<file path="src/rtl/ptp_irq_pkg.sv">
// Shared register offsets, coalescing FSM state type and counter widths
// for the PTP interrupt controller.
package ptp_irq_pkg;

  localparam logic [31:0] IRQ_STATUS_OFS   = 32'd0;
  localparam logic [31:0] IRQ_MASK_OFS     = 32'd1;
  localparam logic [31:0] IRQ_MODE_OFS     = 32'd2;
  localparam logic [31:0] IRQ_RAW_OFS      = 32'd3;
  localparam logic [31:0] IRQ_FORCE_OFS    = 32'd4;
  localparam logic [31:0] IRQ_COAL_THR_OFS = 32'd5;
  localparam logic [31:0] IRQ_COAL_TMO_OFS = 32'd6;

  localparam int COAL_CNT_W = 8;
  localparam int COAL_TMO_W = 16;

  typedef enum logic [1:0] {
    IDLE   = 2'd0,
    ACCUM  = 2'd1,
    ASSERT = 2'd2
  } irq_coal_state_t;

endpackage

</file>
<file path="src/rtl/ptp_irq_sync.sv">
// Per-source synchroniser chain plus one delay flop for rising-edge detection.
// Edges are suppressed until the chain has refilled after reset.
module ptp_irq_sync #(
  parameter int WIDTH  = 8,
  parameter int STAGES = 2
) (
  input  logic             bus2ip_clk,
  input  logic             bus2ip_rst,
  input  logic [WIDTH-1:0] async_in,
  output logic [WIDTH-1:0] sync,
  output logic [WIDTH-1:0] rise
);

  logic [WIDTH-1:0] stage_q [STAGES];
  logic [WIDTH-1:0] sync_d;
  logic [STAGES:0]  fill_q;

  always_ff @(posedge bus2ip_clk) begin
    if (bus2ip_rst) begin
      for (int i = 0; i < STAGES; i++) stage_q[i] <= '0;
      sync_d <= '0;
      fill_q <= '0;
    end else begin
      stage_q[0] <= async_in;
      for (int i = 1; i < STAGES; i++) stage_q[i] <= stage_q[i-1];
      sync_d <= stage_q[STAGES-1];
      fill_q <= {fill_q[STAGES-1:0], 1'b1};
    end
  end

  assign sync = stage_q[STAGES-1];
  // A source held high through reset must not look like a fresh edge.
  assign rise = fill_q[STAGES] ? (sync & ~sync_d) : '0;

endmodule

</file>
<file path="src/rtl/ptp_irq_ctl.sv">
// PTP interrupt controller: edge/level sources, W1C status, force, mask.
// Optional interrupt coalescing is built when PTP_IRQ_COALESCE_EN is defined.
module ptp_irq_ctl
  import ptp_irq_pkg::*;
#(
  parameter int          NUM_SRC       = 8,
  parameter logic [31:0] INT_BASE_ADDR = 32'h300,
  parameter int          SYNC_STAGES   = 2
) (
  input  logic               bus2ip_clk,
  input  logic               bus2ip_rst,
  input  logic [31:0]        bus2ip_addr_i,
  input  logic [31:0]        bus2ip_data_i,
  input  logic               bus2ip_rd_ce_i,
  input  logic               bus2ip_wr_ce_i,
  output logic [31:0]        ip2bus_data_o,
  input  logic [NUM_SRC-1:0] int_src_i,
  output logic               int_ptp_o
);

  logic [NUM_SRC-1:0] status_q, mask_q, mode_q;
  logic [NUM_SRC-1:0] src_sync, src_rise;
  logic [NUM_SRC-1:0] w1c_bits, force_bits, set_event;
  logic [31:0]        ofs, rd_mux;
  logic               wr_status, wr_mask, wr_mode, wr_force;
  logic               unused_wdata;

`ifdef PTP_IRQ_COALESCE_EN
  logic [COAL_CNT_W-1:0] coal_thr_q, cnt_q, cnt_n;
  logic [COAL_TMO_W-1:0] coal_tmo_q, tmr_q, tmr_n;
  irq_coal_state_t       state_q, state_n;
  logic                  evt, pending;
`endif

  ptp_irq_sync #(
    .WIDTH (NUM_SRC),
    .STAGES(SYNC_STAGES)
  ) u_sync (
    .bus2ip_clk(bus2ip_clk),
    .bus2ip_rst(bus2ip_rst),
    .async_in  (int_src_i),
    .sync      (src_sync),
    .rise      (src_rise)
  );

  // Addresses below the base wrap to huge offsets and decode as unmapped.
  assign ofs          = bus2ip_addr_i - INT_BASE_ADDR;
  assign wr_status    = bus2ip_wr_ce_i && (ofs == IRQ_STATUS_OFS);
  assign wr_mask      = bus2ip_wr_ce_i && (ofs == IRQ_MASK_OFS);
  assign wr_mode      = bus2ip_wr_ce_i && (ofs == IRQ_MODE_OFS);
  assign wr_force     = bus2ip_wr_ce_i && (ofs == IRQ_FORCE_OFS);
  assign unused_wdata = ^bus2ip_data_i;

  assign w1c_bits   = wr_status ? bus2ip_data_i[NUM_SRC-1:0] : '0;
  assign force_bits = wr_force ? bus2ip_data_i[NUM_SRC-1:0] : '0;
  assign set_event  = (mode_q & src_sync) | (~mode_q & src_rise) | force_bits;

  always_ff @(posedge bus2ip_clk) begin
    if (bus2ip_rst) begin
      status_q <= '0;
      mask_q   <= '1;
      mode_q   <= '0;
    end else begin
      // A set arriving together with its W1C keeps the bit set.
      status_q <= (status_q & ~w1c_bits) | set_event;
      if (wr_mask) mask_q <= bus2ip_data_i[NUM_SRC-1:0];
      if (wr_mode) mode_q <= bus2ip_data_i[NUM_SRC-1:0];
    end
  end

  always_comb begin
    rd_mux = '0;
    case (ofs)
      IRQ_STATUS_OFS:   rd_mux = 32'(status_q);
      IRQ_MASK_OFS:     rd_mux = 32'(mask_q);
      IRQ_MODE_OFS:     rd_mux = 32'(mode_q);
      IRQ_RAW_OFS:      rd_mux = 32'(src_sync);
`ifdef PTP_IRQ_COALESCE_EN
      IRQ_COAL_THR_OFS: rd_mux = 32'(coal_thr_q);
      IRQ_COAL_TMO_OFS: rd_mux = 32'(coal_tmo_q);
`endif
      default:          rd_mux = '0;
    endcase
  end

  assign ip2bus_data_o = bus2ip_rd_ce_i ? rd_mux : '0;

`ifdef PTP_IRQ_COALESCE_EN
  assign evt     = |(set_event & mask_q);
  assign pending = |(status_q & mask_q);

  always_ff @(posedge bus2ip_clk) begin
    if (bus2ip_rst) begin
      coal_thr_q <= COAL_CNT_W'(1);
      coal_tmo_q <= '0;
      state_q    <= IDLE;
      cnt_q      <= '0;
      tmr_q      <= '0;
      int_ptp_o  <= 1'b0;
    end else begin
      if (bus2ip_wr_ce_i && (ofs == IRQ_COAL_THR_OFS))
        coal_thr_q <= bus2ip_data_i[COAL_CNT_W-1:0];
      if (bus2ip_wr_ce_i && (ofs == IRQ_COAL_TMO_OFS))
        coal_tmo_q <= bus2ip_data_i[COAL_TMO_W-1:0];
      state_q   <= state_n;
      cnt_q     <= cnt_n;
      tmr_q     <= tmr_n;
      int_ptp_o <= (state_q == ASSERT);
    end
  end

  // Thresholds compare against the post-increment count and timer.
  always_comb begin
    state_n = state_q;
    cnt_n   = cnt_q;
    tmr_n   = tmr_q;
    case (state_q)
      IDLE: begin
        if (evt) begin
          cnt_n   = COAL_CNT_W'(1);
          tmr_n   = '0;
          state_n = (coal_thr_q <= COAL_CNT_W'(1)) ? ASSERT : ACCUM;
        end
      end
      ACCUM: begin
        if (evt && (cnt_q != '1)) cnt_n = cnt_q + 1'b1;
        if (tmr_q != '1) tmr_n = tmr_q + 1'b1;
        if ((cnt_n >= coal_thr_q) || ((coal_tmo_q != '0) && (tmr_n >= coal_tmo_q)))
          state_n = ASSERT;
        else if (!pending)
          state_n = IDLE;
      end
      ASSERT: begin
        if (!pending) state_n = IDLE;
      end
      default: state_n = IDLE;
    endcase
  end
`else
  always_ff @(posedge bus2ip_clk) begin
    if (bus2ip_rst) int_ptp_o <= 1'b0;
    else            int_ptp_o <= |(status_q & mask_q);
  end
`endif

endmodule

</file>
<file path="config.mk">
export PLATFORM = sky130hd
export DESIGN_NAME = ptp_irq_ctl
export DESIGN_NICKNAME = d
export VERILOG_FILES = /design/src/rtl/ptp_irq_pkg.sv /design/src/rtl/ptp_irq_sync.sv /design/src/rtl/ptp_irq_ctl.sv
export SDC_FILE = /design/constraint.sdc
export NUM_CORES = 1
export LEC_CHECK = 0
export CORE_ASPECT_RATIO = 0.7
export CORE_MARGIN = 5
export CORE_UTILIZATION = 45
export DETAILED_ROUTE_END_ITERATION = 10
export PLACE_DENSITY = 0.91
export SYNTH_ARGS = -nofsm -noshare
export SYNTH_HDL_FRONTEND = slang
export SYNTH_SLANG_ARGS = --single-unit
export TNS_END_PERCENT = 20
</file>
<file path="constraint.sdc">
create_clock -name bus2ip_clk -period 5.5 [get_ports bus2ip_clk]
set_input_delay 1.375 -clock bus2ip_clk [delete_from_list [all_inputs] [get_ports bus2ip_clk]]
set_output_delay 1.375 -clock bus2ip_clk [all_outputs]
set_load 0.01 [all_outputs]
</file>
== Yosys cells after proc, flatten, opt, wreduce, memory -nomap -nowiden ==
Memory sizes are Yosys's and may differ from the RTL's.
Cells that the tools add are included.

* Input port bits: 76
* RAM bits: 16
* Bits in read-only memories: 0
* Bits in latches: 0
* Register bits: 36
* Memories kept: 1

{| class="wikitable"
|+ Memory list
! name !! depth !! bits a word !! rd ports !! clocked after memory_dff !! write ports !! line !! source
|-
| u_sync.stage_q || 2 || 8 || 2 || 0 || 2 || ptp_irq_sync.sv:14 || <nowiki>logic [WIDTH-1:0] stage_q [STAGES];</nowiki>
|}

* Bitwise logic cells: 13
* Shift-type cells: 0
* Reductions and logical operators: 6
* Add/sub/neg operators: 1
* Magnitude comparators: 0
* Eq/ne operators: 4
* Multipliers: 0
* Div/mod/pow operators: 0
* Multiplexer cells: 11

{| class="wikitable"
|+ Operator list
! kind !! count
|-
| $eq A32 B2 Y1 const B || 2
|-
| $and A8 B8 Y8 || 5
|-
| $mux W8 || 5
|-
| $eq A32 B1 Y1 const B || 1
|-
| $eq A32 B3 Y1 const B || 1
|-
| $logic_not A32 Y1 || 1
|-
| $mux W32 || 1
|-
| $pmux W8 S4 || 1
|-
| $sub A32 B10 Y32 const B || 1
|-
| $not A8 Y8 || 3
|-
| $or A8 B8 Y8 || 3
|-
| $reduce_or A8 Y1 || 1
|-
| $logic_and A1 B1 Y1 || 4
|-
| $mux W1 || 4
|-
| $or A1 B1 Y1 || 2
|}

== Longest topological paths before layout ==
* Depth in word-level cells: 7
* Depth in mapped cells: 6

== Cells and area by module ==
A second synthesis with hierarchy kept.

* Cells, all modules: 300
* Area total of the unflattened synthesis: 2,910.3 µm²

{| class="wikitable"
|+ Modules (own cells, without submodules)
! module !! cells an instance !! area an instance (µm²) !! times used
|-
| ptp_irq_ctl || 228 || 2,033.2 || 1
|-
| ptp_irq_sync || 72 || 877.1 || 1
|}

== Worst setup path before layout ==
Ideal clock, no wire load.

* Path type: input port to output port
* Start point: in bus2ip_addr_i[13]
* End point: out ip2bus_data_o[0]
* Required time: 4,125 ps
* Slack: 1,092 ps
* Cell stages on the path: 4
* Arrival: 3,033 ps
* Path through: or4_4 -> nor4_2 -> nand3_1 -> nor2b_1

* Longest elaborated chain between the ends: 4
* Elaborated cells on any way between the ends: 7
* Classes of those cells: add/sub: 1; eq/ne: 3; mux: 2; reduce/logical: 1

{| class="wikitable"
|+ RTL lines
! what !! line !! source
|-
| start: declaration || ptp_irq_ctl.sv:12 || <nowiki>input logic [31:0] bus2ip_addr_i,</nowiki>
|-
| $sub A32 B10 Y32 * || ptp_irq_ctl.sv:47 || <nowiki>assign ofs = bus2ip_addr_i - INT_BASE_ADDR;</nowiki>
|-
| $eq A32 B2 Y1 (tied with other cells) || ptp_irq_ctl.sv:73 || <nowiki>case (ofs)</nowiki>
|-
| $pmux W8 S4 * || ptp_irq_ctl.sv:73 ||
|-
| $mux W32 * || ptp_irq_ctl.sv:86 || <nowiki>assign ip2bus_data_o = bus2ip_rd_ce_i ? rd_mux : '0;</nowiki>
|-
| end: declaration || ptp_irq_ctl.sv:16 || <nowiki>output logic [31:0] ip2bus_data_o,</nowiki>
|}

Every way passes the cells marked *; elsewhere a longest branch is shown, timed or not.

== Worst setup path after layout ==
* Start point: in bus2ip_addr_i[15]
* End point: out ip2bus_data_o[1]

The elaborated chain is that of the path after synthesis.

==> impl_results.md <==
- Diodes inserted: 0
- Outcome: completed
- Total power: 0.000692 W
- Clock slew at reported path FFs: 0.09 ns
- Share of the yosys chip area belonging to registers: 42.4%
- Yosys top cell area share: 42.4%
- Vias per std cell: 5.37
- P_leak: 1.11 nW
- Synthesized area per cell: 9.56 sq um
- Crit path kind: in2out
- Yosys reg bits: 52
- Initial antenna violation count: 0
- Syn Inst Count: 257
- Setup Buffers After CTS: 0
- Worst-skew pair later-pin latency: 0.31 ns
- GP Congestion: 0.923
- Setup crit end kind: primary output
- CTS max path bufs: 2
- DR vias: 2071
- Worst relative slew slack: 45.0%
- DRT iter0 DRCs: 217
- H-tree Lvls: 2
- Post-Syn Area: 2460 sq um
- Setup Viol. Count Final: 0
- Worst EP arrival: 3.86 ns
- Initial core utilization: 46.7%
- First-pass GRT wire length: 9960 um
- Fillers: 431
- Die width: 98.3 um
- Largest net degree at the start of global routing: 32
- Async SR Flop Fraction: 0%
- CTS resizes: 0
- Tot GR Track Use: 17.6%
- Crit path time final: 5.23 ns
- Final HPWL DP: 4610 um
- # IOs: 109
- Worst Path Required: 4.12 ns
- CTS Buf Count: 5
- Hold Violations, Final: 0
- Drt pass-1 iters: 5
- Core area: 5260 sq um
- Peak supply drop: 0.101 mV
- Routed len/inst: 16.0 um
- Synth area leader: dfxtp_1
- Count leader, synth: dfxtp_1
- CP Launch Type: input pin
- Vias in the first global route: 2010
- Die height: 71.8 um
- Remaining DRCs: 0
- PD cells: 223 nW/um^2
- CTS Root Cell: clkbuf_8
- Post-route setup TNS: 0 ns
- Clock sink count: 52
- RSZ-0062 raised after global routing: no
- Number of enable flip-flop cells after synthesis: 0
- Max Transition Viols Final: 0
- Port bufs: 60
- Nets@finish: 389
- P&R area growth vs syn: 26.4%
- Congestion Overflow GR: 0
- Share of layout cells above drive strength 1: 7.96%
- Worst slew pin tran: 0.823 ns
- Top cells by count, synth: dfxtp_1, nor2b_1, buf_4
- Final Cycle Share: 95.1%
- Routed Antenna Nets: 0
- Rows: 22
- Top cells by area, synth: dfxtp_1, nor2b_1, buf_4
- DRT Wirelength: 6190 um
- Yosys cell types: 35
- Hold WC Path Type: reg2reg
- Most used DFF post-synth: dfxtp_1
- Fmax: 191 MHz
- Crit path max fanout: 8
- Die ar.: 7060 sq um
- Ys Warns: 0
- TritonCTS clock tree: done
- Skew final: 0.0101 ns
- Max-Cap Viols: 0
- Post-CTS Hold Buffers: 0
-- per-layer routing --
metal	GRT usage (%)	vias to the layer above	wire length, um
li1	-	979	-
met1	22.5	942	2470
met2	28.7	136	2930
met3	5.35	14	682
met4	5.76	0	106
met5	0	-	0
-- final timing paths --
check / startpoint / end / slack (ns) / cells after the start
worst max-delay path: bus2ip_addr_i[15] / ip2bus_data_o[1] / 0.27 / 6
worst min-delay path: u_sync.stage_q[0][5] / u_sync.stage_q[0][13] / 0.44 / 1
worst max register to register: u_sync.fill_q[2] / status_q[5] / 4.49 / 3
worst min register to register: u_sync.stage_q[0][5] / u_sync.stage_q[0][13] / 0.44 / 1
-- critical path, cell delays in order --
cell             delay [ns]
clkdlybuf4s50_1        0.41
or4_4                  0.56
nor4_2                 0.38
nand3_1                0.35
nor2b_1                0.22
clkdlybuf4s50_1        0.56
-- stage by stage --
stage                     util, %  hold WS, ns  setup WS (ns)  area (sq um)  std cells
after floorplan                 -        0.414           1.09          2540        280
after global placement       57.4        0.417          0.323          3020        378
after detailed placement     57.4        0.420          0.282          3020        378
after CTS                    59.0        0.442          0.277          3100        386
after global routing         59.0        0.462          0.128          3100        386
final                        59.0        0.443          0.267          3100        386
-- sequential cells by signal, indices dropped and copies added (netlist names) --
signal,flops
u_sync.stage_q,16
mask_q,8
mode_q,8
status_q,8
u_sync.sync_d,8
u_sync.fill_q,3
int_ptp_o,1
-- report_power, final --
part           internal [W]  switching (W)
logic             0.0000490      0.0000366
registers          0.000385     0.00000405
clock network     0.0000909       0.000126
-- kinds of logic (layout without fill, tap and decap cells) --
family          count (synthesis)  after routing  synth area share, %
buf+inv                        46             80                 11.1
flops                          52             52                 42.4
mux                            16             16                 10.6
simple gates                  105            105                 25.7
compound gates                 37             37                 10.1
other cells                     1             24                0.153
-- layout make-up --
type	instances	area (sq um)	share of cell area, %
Inverter	9	33.8	1.09
Sequential cell	52	1040	33.5
Tap cell	72	90.1	2.90
Clock buffer	6	72.6	2.34
Multi-Input combinational cell	182	1230	39.6
Timing Repair Buffer	63	623	20.1
Clock inverter	2	13.8	0.443
-- cells in the final DEF, fill, tap and decap left out, types with 9 or more instances in the layout --
master | synthesis | routed
nor4_1 | 10 | 10
clkdlybuf4s50_1 | 0 | 60
nor2_1 | 18 | 18
nand4_1 | 10 | 10
nand2_1 | 9 | 9
dfxtp_1 | 52 | 52
conb_1 | 1 | 24
nor2b_1 | 42 | 42
(Power assumes the default switching activity.)
==> variant (config.mk and constraints unchanged) <==
Put a register stage on the output `ip2bus_data_o`, with the module's reset. The value now appears one clock later. The other outputs are not delayed to match.
--- a/src/rtl/ptp_irq_ctl.sv
+++ b/src/rtl/ptp_irq_ctl.sv
@@ -83,7 +83,13 @@
     endcase
   end
 
-  assign ip2bus_data_o = bus2ip_rd_ce_i ? rd_mux : '0;
+  always_ff @(posedge bus2ip_clk) begin
+    if (bus2ip_rst) begin
+      ip2bus_data_o <= '0;
+    end else begin
+      ip2bus_data_o <= bus2ip_rd_ce_i ? rd_mux : '0;
+    end
+  end
 
 `ifdef PTP_IRQ_COALESCE_EN
   assign evt     = |(set_event & mask_q);
Behaviour: not the same (Yosys sat finds a counterexample within 4 cycles, from zero or initial values and one cycle with bus2ip_rst high).
==> variant against the unedited design <==
Final area is 12% higher; sequential cell count is 8 higher; worst hold slack got worse by 9.0 ps; final cell count grew 11%; power is 28% higher; wire length up 2.2%; area after synthesis rose by 12%; setup slack better by 1100 ps; global-route usage shrank 0.79 points.
==> variant: results (changes against the unedited design) <==
| Metric | Value |
|---|---|
| Status | complete, no violations (unchanged) |
| P_leak | 0.00130 uW (was 0.00111 uW) |
| Hold_sp | u_sync.stage_q[0][0]$_SDFF_PP0_ (was u_sync.stage_q[0][5]$_SDFF_PP0_) |
| Largest net degree at the start of global routing | 46 (was 32) |
| Skew final | 4.56 ps (was 10.1 ps) |
| DPL Wire Length | 4870 um (was 4610 um) |
| Critical Path Source | bus2ip_addr_i[9] (was bus2ip_addr_i[15]) |
| Worst Setup EP | mask_q[5]$_SDFFE_PP1P_ (was ip2bus_data_o[1]) |
| Top cells by area, synth | dfxtp_1 (44%), nor2b_1 (9.5%), buf_4 (6.5%), mux4_2 (6.5%), mux2i_1 (5.8%) (was dfxtp_1 (42%), nor2b_1 (11%), buf_4 (7.3%), mux4_2 (7.3%), mux2i_1 (3.3%)) |
| Final worst slack | 1360 ps (was 267 ps) |
| R2R setup slack | 4410 ps (was 4490 ps) |
| GPL Wtd Cong | 0.873 (was 0.923) |
| Wire per inst | 14.8 um (was 16.0 um) |
| Fin nets | 424 (was 389) |
| Post-synthesis sequential area ratio | 43.7% (was 42.4%) |
| Worst r2r path cells | 4 (was 3) |
| Largest reg by FF count | u_sync.stage_q (unchanged) |
| CP Max Fanout | 11 (was 8) |
| Hold Path Sink | u_sync.stage_q[0][8]$_SDFF_PP0_ (was u_sync.stage_q[0][13]$_SDFF_PP0_) |
| Max VDD drop | 0.000156 V (was 0.000101 V) |
| DRT iter0 DRCs | 207 (was 217) |
| Number of global-route vias before repair | 2053 (was 2010) |
| Vias per Instance | 5.23 (was 5.37) |
| Global-route wire length before repair | 9800 um (was 9960 um) |
| Max-Slew Margin vs Limit | 34.6% (was 45.0%) |
| Worst reg2reg path endpoint | status_q[3]$_SDFF_PP0_ (was status_q[5]$_SDFF_PP0_) |
| Synth cell count leaders | dfxtp_1 (60), nor2b_1 (42), nand2_1 (27) (was dfxtp_1 (52), nor2b_1 (42), buf_4 (24)) |
| Share of cells above drive strength 1 | 9.35% (was 7.96%) |
| Net Sw Power | 208 uW (was 166 uW) |
| H-tree depth | 3 (was 2) |
| Reg clk slew, reported paths | 60 ps (was 90 ps) |
| Post-place setup slack | 1030 ps (was 282 ps) |
| Inserted Clock Buffers | 9 (was 5) |
| Gr usage total | 16.8% (was 17.6%) |
| Worst-Skew Late Latency | 340 ps (was 310 ps) |
| Min Hold Slack | 434 ps (was 443 ps) |
-- variant: layer usage --
| metal | vias to the layer above | global-route usage, % | routed length (um) |
|---|---|---|---|
| met1 | 1023 | 20.8 | 2650 |
| met3 | 19 | 6.77 | 493 |
| li1 | 1093 | - | - |
| met2 | 103 | 25.7 | 3000 |
| met4 | 0 | 8.33 | 178 |
| met5 | - | 0 | 0 |
-- variant: cells by family after synthesis --
| kind of cell | after synthesis | share of synthesized area [%] |
|---|---|---|
| simple gates | 129 | 25.4 |
| flops | 60 | 43.7 |
| buf+inv | 37 | 8.64 |
| compound gates | 36 | 9.78 |
| mux | 24 | 12.4 |
| other cells | 1 | 0.136 |
-- variant: cell type report --
class / instances / area (um^2) / area share [%]
well taps: 75 / 93.8 / 2.70
repair buffers: 62 / 616 / 17.7
inverters: 2 / 7.51 / 0.216
flip-flops and latches: 60 / 1200 / 34.5
clock buffers: 14 / 153 / 4.39
multi-input cells: 213 / 1400 / 40.2
clock inverters: 2 / 10.0 / 0.288
-- variant: power groups by stage --
| stage | Combinational (uW) | Clock (uW) | Sequential [uW] |
|---|---|---|---|
| 2_1_floorplan | 58.0 | 0 | 458 |
| 3_3_place_gp | 94.2 | 0 | 459 |
| 3_5_place_dp | 97.1 | 0 | 460 |
| 4_1_cts | 97.5 | 341 | 450 |
| 5_1_grt | 107 | 359 | 451 |
| 6_report | 98.7 | 333 | 450 |
-- variant: stage by stage --
step / power, uW / cells
6_report: 883 / 428
5_1_grt: 918 / 428
4_1_cts: 888 / 428
3_5_place_dp: 557 / 412
3_3_place_gp: 553 / 412
2_1_floorplan: 516 / 310
-- variant: worst max-delay path, stage by stage --
cell             delay (ps)
clkdlybuf4s50_1         470
a2111o_1                500
nand4bb_1               320
o41a_1                  450
nand4b_1                180
buf_4                   210
or4_1                   650
mux2i_1                 200
